### src/rtl/uart_pkg.sv
// Shared definitions for the UART transmit-side arbitration logic.
package uart_pkg;

  typedef enum logic [1:0] {
    ST_IDLE       = 2'd0,
    ST_SEND       = 2'd1,
    ST_WAIT_START = 2'd2,
    ST_WAIT_DONE  = 2'd3
  } arb_state_t;

  localparam int DEF_NUM_REQ   = 4;
  localparam int DEF_MAX_BURST = 8;

endpackage

### src/rtl/uart_tx_arbiter_rr_pick.sv
// Combinational rotating-priority picker: returns the first set request
// at or after ptr, wrapping modulo N. Kept generic for reuse on the RX side.
module rr_pick #(
  parameter int N = 4
) (
  input  logic [N-1:0]         req,
  input  logic [$clog2(N)-1:0] ptr,
  output logic                 found,
  output logic [$clog2(N)-1:0] idx
);

  localparam int W = $clog2(N);

  logic [2*N-1:0] doubled;
  logic [N-1:0]   rotated;
  logic [W:0]     ptr_ext;

  // rotated[k] is the request that sits k positions after ptr
  assign doubled = {req, req};
  assign ptr_ext = {1'b0, ptr};
  assign rotated = doubled[ptr_ext +: N];

  function automatic logic [W-1:0] wrap_add(input logic [W-1:0] base, input int off);
    logic [W:0] sum;
    sum = {1'b0, base} + (W+1)'(off);
    if (sum >= (W+1)'(N)) sum = sum - (W+1)'(N);
    return sum[W-1:0];
  endfunction

  // Scan from the far end so the nearest request to ptr wins
  always_comb begin
    found = 1'b0;
    idx   = '0;
    for (int k = N - 1; k >= 0; k--) begin
      if (rotated[k]) begin
        found = 1'b1;
        idx   = wrap_add(ptr, k);
      end
    end
  end

endmodule

### src/rtl/uart_tx_arbiter.sv
// Round-robin arbiter sharing one UART byte transmitter between NUM_REQ
// byte sources, with packet locking and a per-grant burst limit.
//
// state         | meaning
// ST_IDLE       | no grant held; pick next requester from ptr
// ST_SEND       | grant held; waiting for a byte while transmitter idle
// ST_WAIT_START | byte handed off; waiting for transmitter to go busy
// ST_WAIT_DONE  | frame in flight; on completion continue packet or release
module uart_tx_arbiter
  import uart_pkg::*;
#(
  parameter int NUM_REQ   = DEF_NUM_REQ,
  parameter int MAX_BURST = DEF_MAX_BURST
) (
  input  logic                       clk,
  input  logic                       rst,
  input  logic [NUM_REQ-1:0]         req_valid,
  input  logic [8*NUM_REQ-1:0]       req_data,
  input  logic [NUM_REQ-1:0]         req_last,
  output logic [NUM_REQ-1:0]         req_ready,
  output logic [7:0]                 tx_data,
  output logic                       tx_start,
  input  logic                       tx_busy,
  output logic [$clog2(NUM_REQ)-1:0] grant_id,
  output logic                       active
);

  localparam int IW = $clog2(NUM_REQ);
  localparam int BW = $clog2(MAX_BURST + 1);
  localparam logic [IW-1:0] LAST_ID   = IW'(NUM_REQ - 1);
  localparam logic [BW-1:0] BURST_END = BW'(MAX_BURST - 1);

  arb_state_t    state;
  arb_state_t    state_next;
  logic [IW-1:0] ptr;
  logic [BW-1:0] burst_cnt;
  logic          last_q;
  logic          pick_found;
  logic [IW-1:0] pick_idx;
  logic [7:0]    lane;
  logic          lane_valid;
  logic          lane_last;
  logic          accept;
  logic          grant_load;
  logic          release_grant;

  rr_pick #(.N(NUM_REQ)) u_pick (
    .req   (req_valid),
    .ptr   (ptr),
    .found (pick_found),
    .idx   (pick_idx)
  );

  // Mux the granted requester's lane, valid and last onto shared wires
  always_comb begin
    lane       = '0;
    lane_valid = 1'b0;
    lane_last  = 1'b0;
    for (int i = 0; i < NUM_REQ; i++) begin
      if (grant_id == IW'(i)) begin
        lane       = req_data[8*i +: 8];
        lane_valid = req_valid[i];
        lane_last  = req_last[i];
      end
    end
  end

  // Next-state and handshake decode; req_ready only ever targets the grantee
  always_comb begin
    state_next    = state;
    accept        = 1'b0;
    grant_load    = 1'b0;
    release_grant = 1'b0;
    req_ready     = '0;
    case (state)
      ST_IDLE: begin
        if (pick_found) begin
          grant_load = 1'b1;
          state_next = ST_SEND;
        end
      end
      ST_SEND: begin
        if (lane_valid && !tx_busy) begin
          accept              = 1'b1;
          req_ready[grant_id] = 1'b1;
          state_next          = ST_WAIT_START;
        end
      end
      ST_WAIT_START: begin
        if (tx_busy) state_next = ST_WAIT_DONE;
      end
      ST_WAIT_DONE: begin
        if (!tx_busy) begin
          if (last_q) begin
            release_grant = 1'b1;
            state_next    = ST_IDLE;
          end else begin
            state_next = ST_SEND;
          end
        end
      end
      default: state_next = ST_IDLE;
    endcase
  end

  // State register
  always_ff @(posedge clk or negedge rst) begin
    if (!rst) state <= ST_IDLE;
    else      state <= state_next;
  end

  // Grant capture and round-robin pointer advance on release
  always_ff @(posedge clk or negedge rst) begin
    if (!rst) begin
      grant_id <= '0;
      ptr      <= '0;
    end else begin
      if (grant_load) grant_id <= pick_idx;
      if (release_grant) ptr <= (grant_id == LAST_ID) ? '0 : grant_id + 1'b1;
    end
  end

  // Burst counter and end-of-grant flag; the limit forces a release like req_last
  always_ff @(posedge clk or negedge rst) begin
    if (!rst) begin
      burst_cnt <= '0;
      last_q    <= 1'b0;
    end else if (grant_load) begin
      burst_cnt <= '0;
    end else if (accept) begin
      burst_cnt <= burst_cnt + 1'b1;
      last_q    <= lane_last | (burst_cnt == BURST_END);
    end
  end

  // Transmitter outputs: data held until next accept, start is a single pulse
  always_ff @(posedge clk or negedge rst) begin
    if (!rst) begin
      tx_data  <= 8'h00;
      tx_start <= 1'b0;
    end else begin
      tx_start <= accept;
      if (accept) tx_data <= lane;
    end
  end

  // Registered grant-held indicator, tracking the state register exactly
  always_ff @(posedge clk or negedge rst) begin
    if (!rst) active <= 1'b0;
    else      active <= (state_next != ST_IDLE);
  end

endmodule

### config.mk
export PLATFORM = sky130hd
export DESIGN_NAME = uart_tx_arbiter
export DESIGN_NICKNAME = d
export VERILOG_FILES = /design/src/rtl/uart_pkg.sv /design/src/rtl/uart_tx_arbiter_rr_pick.sv /design/src/rtl/uart_tx_arbiter.sv
export SDC_FILE = /design/constraint.sdc
export NUM_CORES = 1
export LEC_CHECK = 0
export CORE_MARGIN = 3
export CORE_UTILIZATION = 30
export DETAILED_ROUTE_END_ITERATION = 12
export PLACE_DENSITY_LB_ADDON = 0.12
export SYNTH_ARGS = -nofsm -noshare
export SYNTH_HDL_FRONTEND = slang
export SYNTH_HIERARCHICAL = 1
export SYNTH_SLANG_ARGS = --single-unit
export TNS_END_PERCENT = 30
### constraint.sdc
create_clock -name clk -period 2.5 [get_ports clk]
set_clock_uncertainty 0.15 [all_clocks]
set_input_delay 0.25 -clock clk [delete_from_list [all_inputs] [get_ports clk]]
set_output_delay 0.25 -clock clk [all_outputs]
set_load 0.02 [all_outputs]
==> results.sh <==
export IMPL_dieWidth_microns=74.0
export IMPL_drtPass1Iterations=4
export IMPL_cp_slowest_stage_delay_ns=0.40
export IMPL_synthMuxAreaShare=0.121
export IMPL_clk_latency_ns=0.27
export IMPL_synth_xor_area_frac=0
export IMPL_final_common_cell="clkdlybuf4s50_1"
export IMPL_vias=1359
export IMPL_cp_end_kind="primary output"
export IMPL_grt_pass1_vias=1378
export IMPL_hold_class="input pin to asynchronous set/reset pin"
export IMPL_yosys_area_share_simple=0.174
export IMPL_area_growth_syn_to_layout_pct=55.2
export IMPL_mostFrequentLayoutCells="clkdlybuf4s50_1 (54), nand2_1 (22), dfrtp_1 (21)"
export IMPL_grt_max_degree=22
export IMPL_crit_cells=7
export IMPL_cp_required_ns=2.10
export IMPL_ios=59
export IMPL_place_inst=263
export IMPL_timing_rr_end="last_q$_DFFE_PN0P_"
export IMPL_cts_buffer_depth=2
export IMPL_synth_fp_nets=195
export IMPL_ys_seq_area_frac=0.379
export IMPL_synth_compound_area_frac=0.220
export IMPL_rr_worst_depth=8
export IMPL_die_h_microns=74.0
export IMPL_cts_root_buf="clkbuf_8"
export IMPL_port_buffers=58
export IMPL_totalWireLength_mm=4.11
export IMPL_finalHoldViolCount=0
export IMPL_syn_avg_cell_area_sq_um=9.44
export IMPL_n_fill_cell=419
export IMPL_p_leak_nw=0.949
export IMPL_ant_nets=0
export IMPL_finalPower_mw=2.07
export IMPL_layout_nets=266
export IMPL_place_hpwl_mm=3.07
export IMPL_dieArea_sq_um=5480
export IMPL_yosysUniqueCellTypes=36
export IMPL_critPathCapture="req_ready[1]"
export IMPL_crit_start="grant_id[0]$_DFFE_PN0P_"
export IMPL_fp_coreArea_sq_um=4410
export IMPL_avgViaCountPerCell=5.05
export IMPL_cts_htree_levels=1
export IMPL_place_ws_ns=0.0264
export IMPL_arrival_ns=1.99
export IMPL_hold_buffers=0
export IMPL_crit_chain="inv_1 > ha_1 > nor2b_2 > o21ai_1 > and3_2 > and2_1 > clkdlybuf4s15_1"
export IMPL_setup_ws_ns=0.110
export IMPL_synth_top_family_by_area="compound AO/OA/AOI/OAI gates"
export IMPL_vdd_drop_max_uv=414
export IMPL_status="finished, final reports clean"
export IMPL_worst_slew_pin_slew_ns=0.310
export IMPL_cp_slowest_cell="dfrtp_1"
export IMPL_grtUsageTotal=0.152
export IMPL_setup_tns_ns=0
export IMPL_cts_buffers=3
export IMPL_rows=24
export IMPL_drt_iter0_drc=43
export IMPL_ys_ff_latch=21
export IMPL_clkTransAtPathRegs_ns=0.08
export IMPL_cp_start_kind="register"
export IMPL_start_util=0.314
export IMPL_stdcell_count=269
export IMPL_synthAdderAreaFrac=0.0451
export IMPL_cp_num_buf_inv=2
export IMPL_slew_viol_final=0
export IMPL_setup_violations=0
export IMPL_reg2reg_slack_ns=0.34
export IMPL_antenna_found_initial=0
export IMPL_r2r_start="grant_id[1]$_DFFE_PN0P_"
export IMPL_timing_fmax_mhz=418
export IMPL_drcViolationCount=0
export IMPL_yosysWarnings=6
export IMPL_max_cap_violations=0
export IMPL_wl_per_cell_microns=15.3
export IMPL_cts_tree="built"
export IMPL_cts_sinks=21
export IMPL_netlist_instances=147
export IMPL_gp_congestion=0.847
export IMPL_grt_pass1_wl_mm=6.49
export IMPL_period_share=0.956
export IMPL_pwr_density_cell_nw_per_um2=960
export IMPL_cp_max_fo=4
export IMPL_slew_headroom=0.791
export IMPL_timing_hold_ws_ns=0.188
export IMPL_critPathKind="register to primary output"
export IMPL_synth_area_sq_um=1390
export IMPL_fin_crit_ns=2.39
export IMPL_diodes=0
export IMPL_grt_overflow_total=0
export IMPL_crit_family="simple AND/OR/NAND/NOR gates"
export IMPL_rsz0062_at_grt="false"
export IMPL_layout_drive_gt1_share=0.189
## report_power, final
part / total (mW) / internal, mW / switching, mW
Combinational: 1.26 / 0.673 / 0.590
Clock: 0.236 / 0.111 / 0.125
Sequential: 0.568 / 0.471 / 0.0978
Total: 2.07 / 1.26 / 0.812
## worst min path at each step
stage / startpoint / end / slack, ns / depth (start not counted)
floorplan: rst / active$_DFF_PN0_ / -0.20 / 0
CTS: rst / tx_data[1]$_DFFE_PN0P_ / 0.20 / 2
detailed placement: burst_cnt[3]$_DFFE_PN0P_ / burst_cnt[3]$_DFFE_PN0P_ / 0.32 / 1
global route: rst / tx_data[1]$_DFFE_PN0P_ / 0.21 / 2
global placement: burst_cnt[3]$_DFFE_PN0P_ / burst_cnt[3]$_DFFE_PN0P_ / 0.31 / 1
finish: rst / tx_data[1]$_DFFE_PN0P_ / 0.19 / 2
## cells in the mapped netlist
cell      count  area share
nand2_1      22       0.060
dfrtp_1      21        0.38
inv_1        10       0.027
a21oi_1       8       0.029
nor2b_1       8       0.036
o31ai_1       8       0.043
a221oi_1      7       0.044
mux2_2        6       0.049
ha_1          5       0.045
o21ai_0       5       0.018
clkbuf_1      4       0.011
mux2_4        4       0.043
mux2i_1       4       0.029
a21o_1        3       0.016
and3_1        3       0.014
nor2_1        3      0.0081
a221o_1       2       0.014
and2_1        2      0.0090
buf_2         2      0.0072
buf_6         2       0.016
nand2b_1      2      0.0090
o21ai_1       2      0.0072
a211oi_2      1      0.0090
a21boi_2      1      0.0081
a22o_1        1      0.0063
and2_2        1      0.0054
nand3_1       1      0.0036
nand4_1       1      0.0045
nand4b_1      1      0.0063
nor2b_2       1      0.0063
o21a_1        1      0.0054
o221ai_1      1      0.0063
o311ai_0      1      0.0063
o31a_1        1      0.0063
or2_2         1      0.0045
or4_4         1      0.0081
## area by class of cell
| cell class | count | area (sq um) | share of cell area |
|---|---|---|---|
| tap | 52 | 65.1 | 0.0302 |
| clock buffer | 3 | 41.3 | 0.0192 |
| sequential | 21 | 526 | 0.244 |
| inverter | 10 | 37.5 | 0.0174 |
| multi-input combinational | 108 | 786 | 0.365 |
| timing repair buffer | 74 | 693 | 0.322 |
| clock inverter | 1 | 5.00 | 0.00232 |
## repair_timing
action,4_1_cts,5_1_grt
setup endpoints to repair,4,2
pin swaps,0,1
buffers inserted,0,2
gates resized for setup,6,6
cloned,0,0
## cells by family (layout without fill, tap and decap cells)
family                   Yosys count  count (layout)
AND/OR/NAND/NOR                   47              47
AO/OA/AOI/OAI                     42              42
flip-flops                        21              21
buffers and inverters             18              88
multiplexers                      14              14
adder cells (fa/ha/maj)            5               5
## flip-flops by register name, summed over array words and instances (netlist names)
name,cells
tx_data,8
grant_id,2
tx_start,1
burst_cnt,4
last_q,1
ptr,2
state,2
active,1
## stage by stage
step / instance area [sq um] / util
floorplan: 1390 / -
CTS: 2130 / 0.484
global route: 2150 / 0.488
finish: 2150 / 0.488
detailed placement: 2090 / 0.474
global placement: 2090 / 0.474
## routing by layer
| layer | up-vias | global-route usage | wire length [microns] |
|---|---|---|---|
| met3 | 7 | 0.0338 | 393 |
| li1 | 668 | - | - |
| met1 | 622 | 0.197 | 1840 |
| met5 | - | 0 | 0 |
| met2 | 62 | 0.248 | 1810 |
| met4 | 0 | 0.0563 | 68 |
Note: power is estimated with default switching activity, not from simulation.
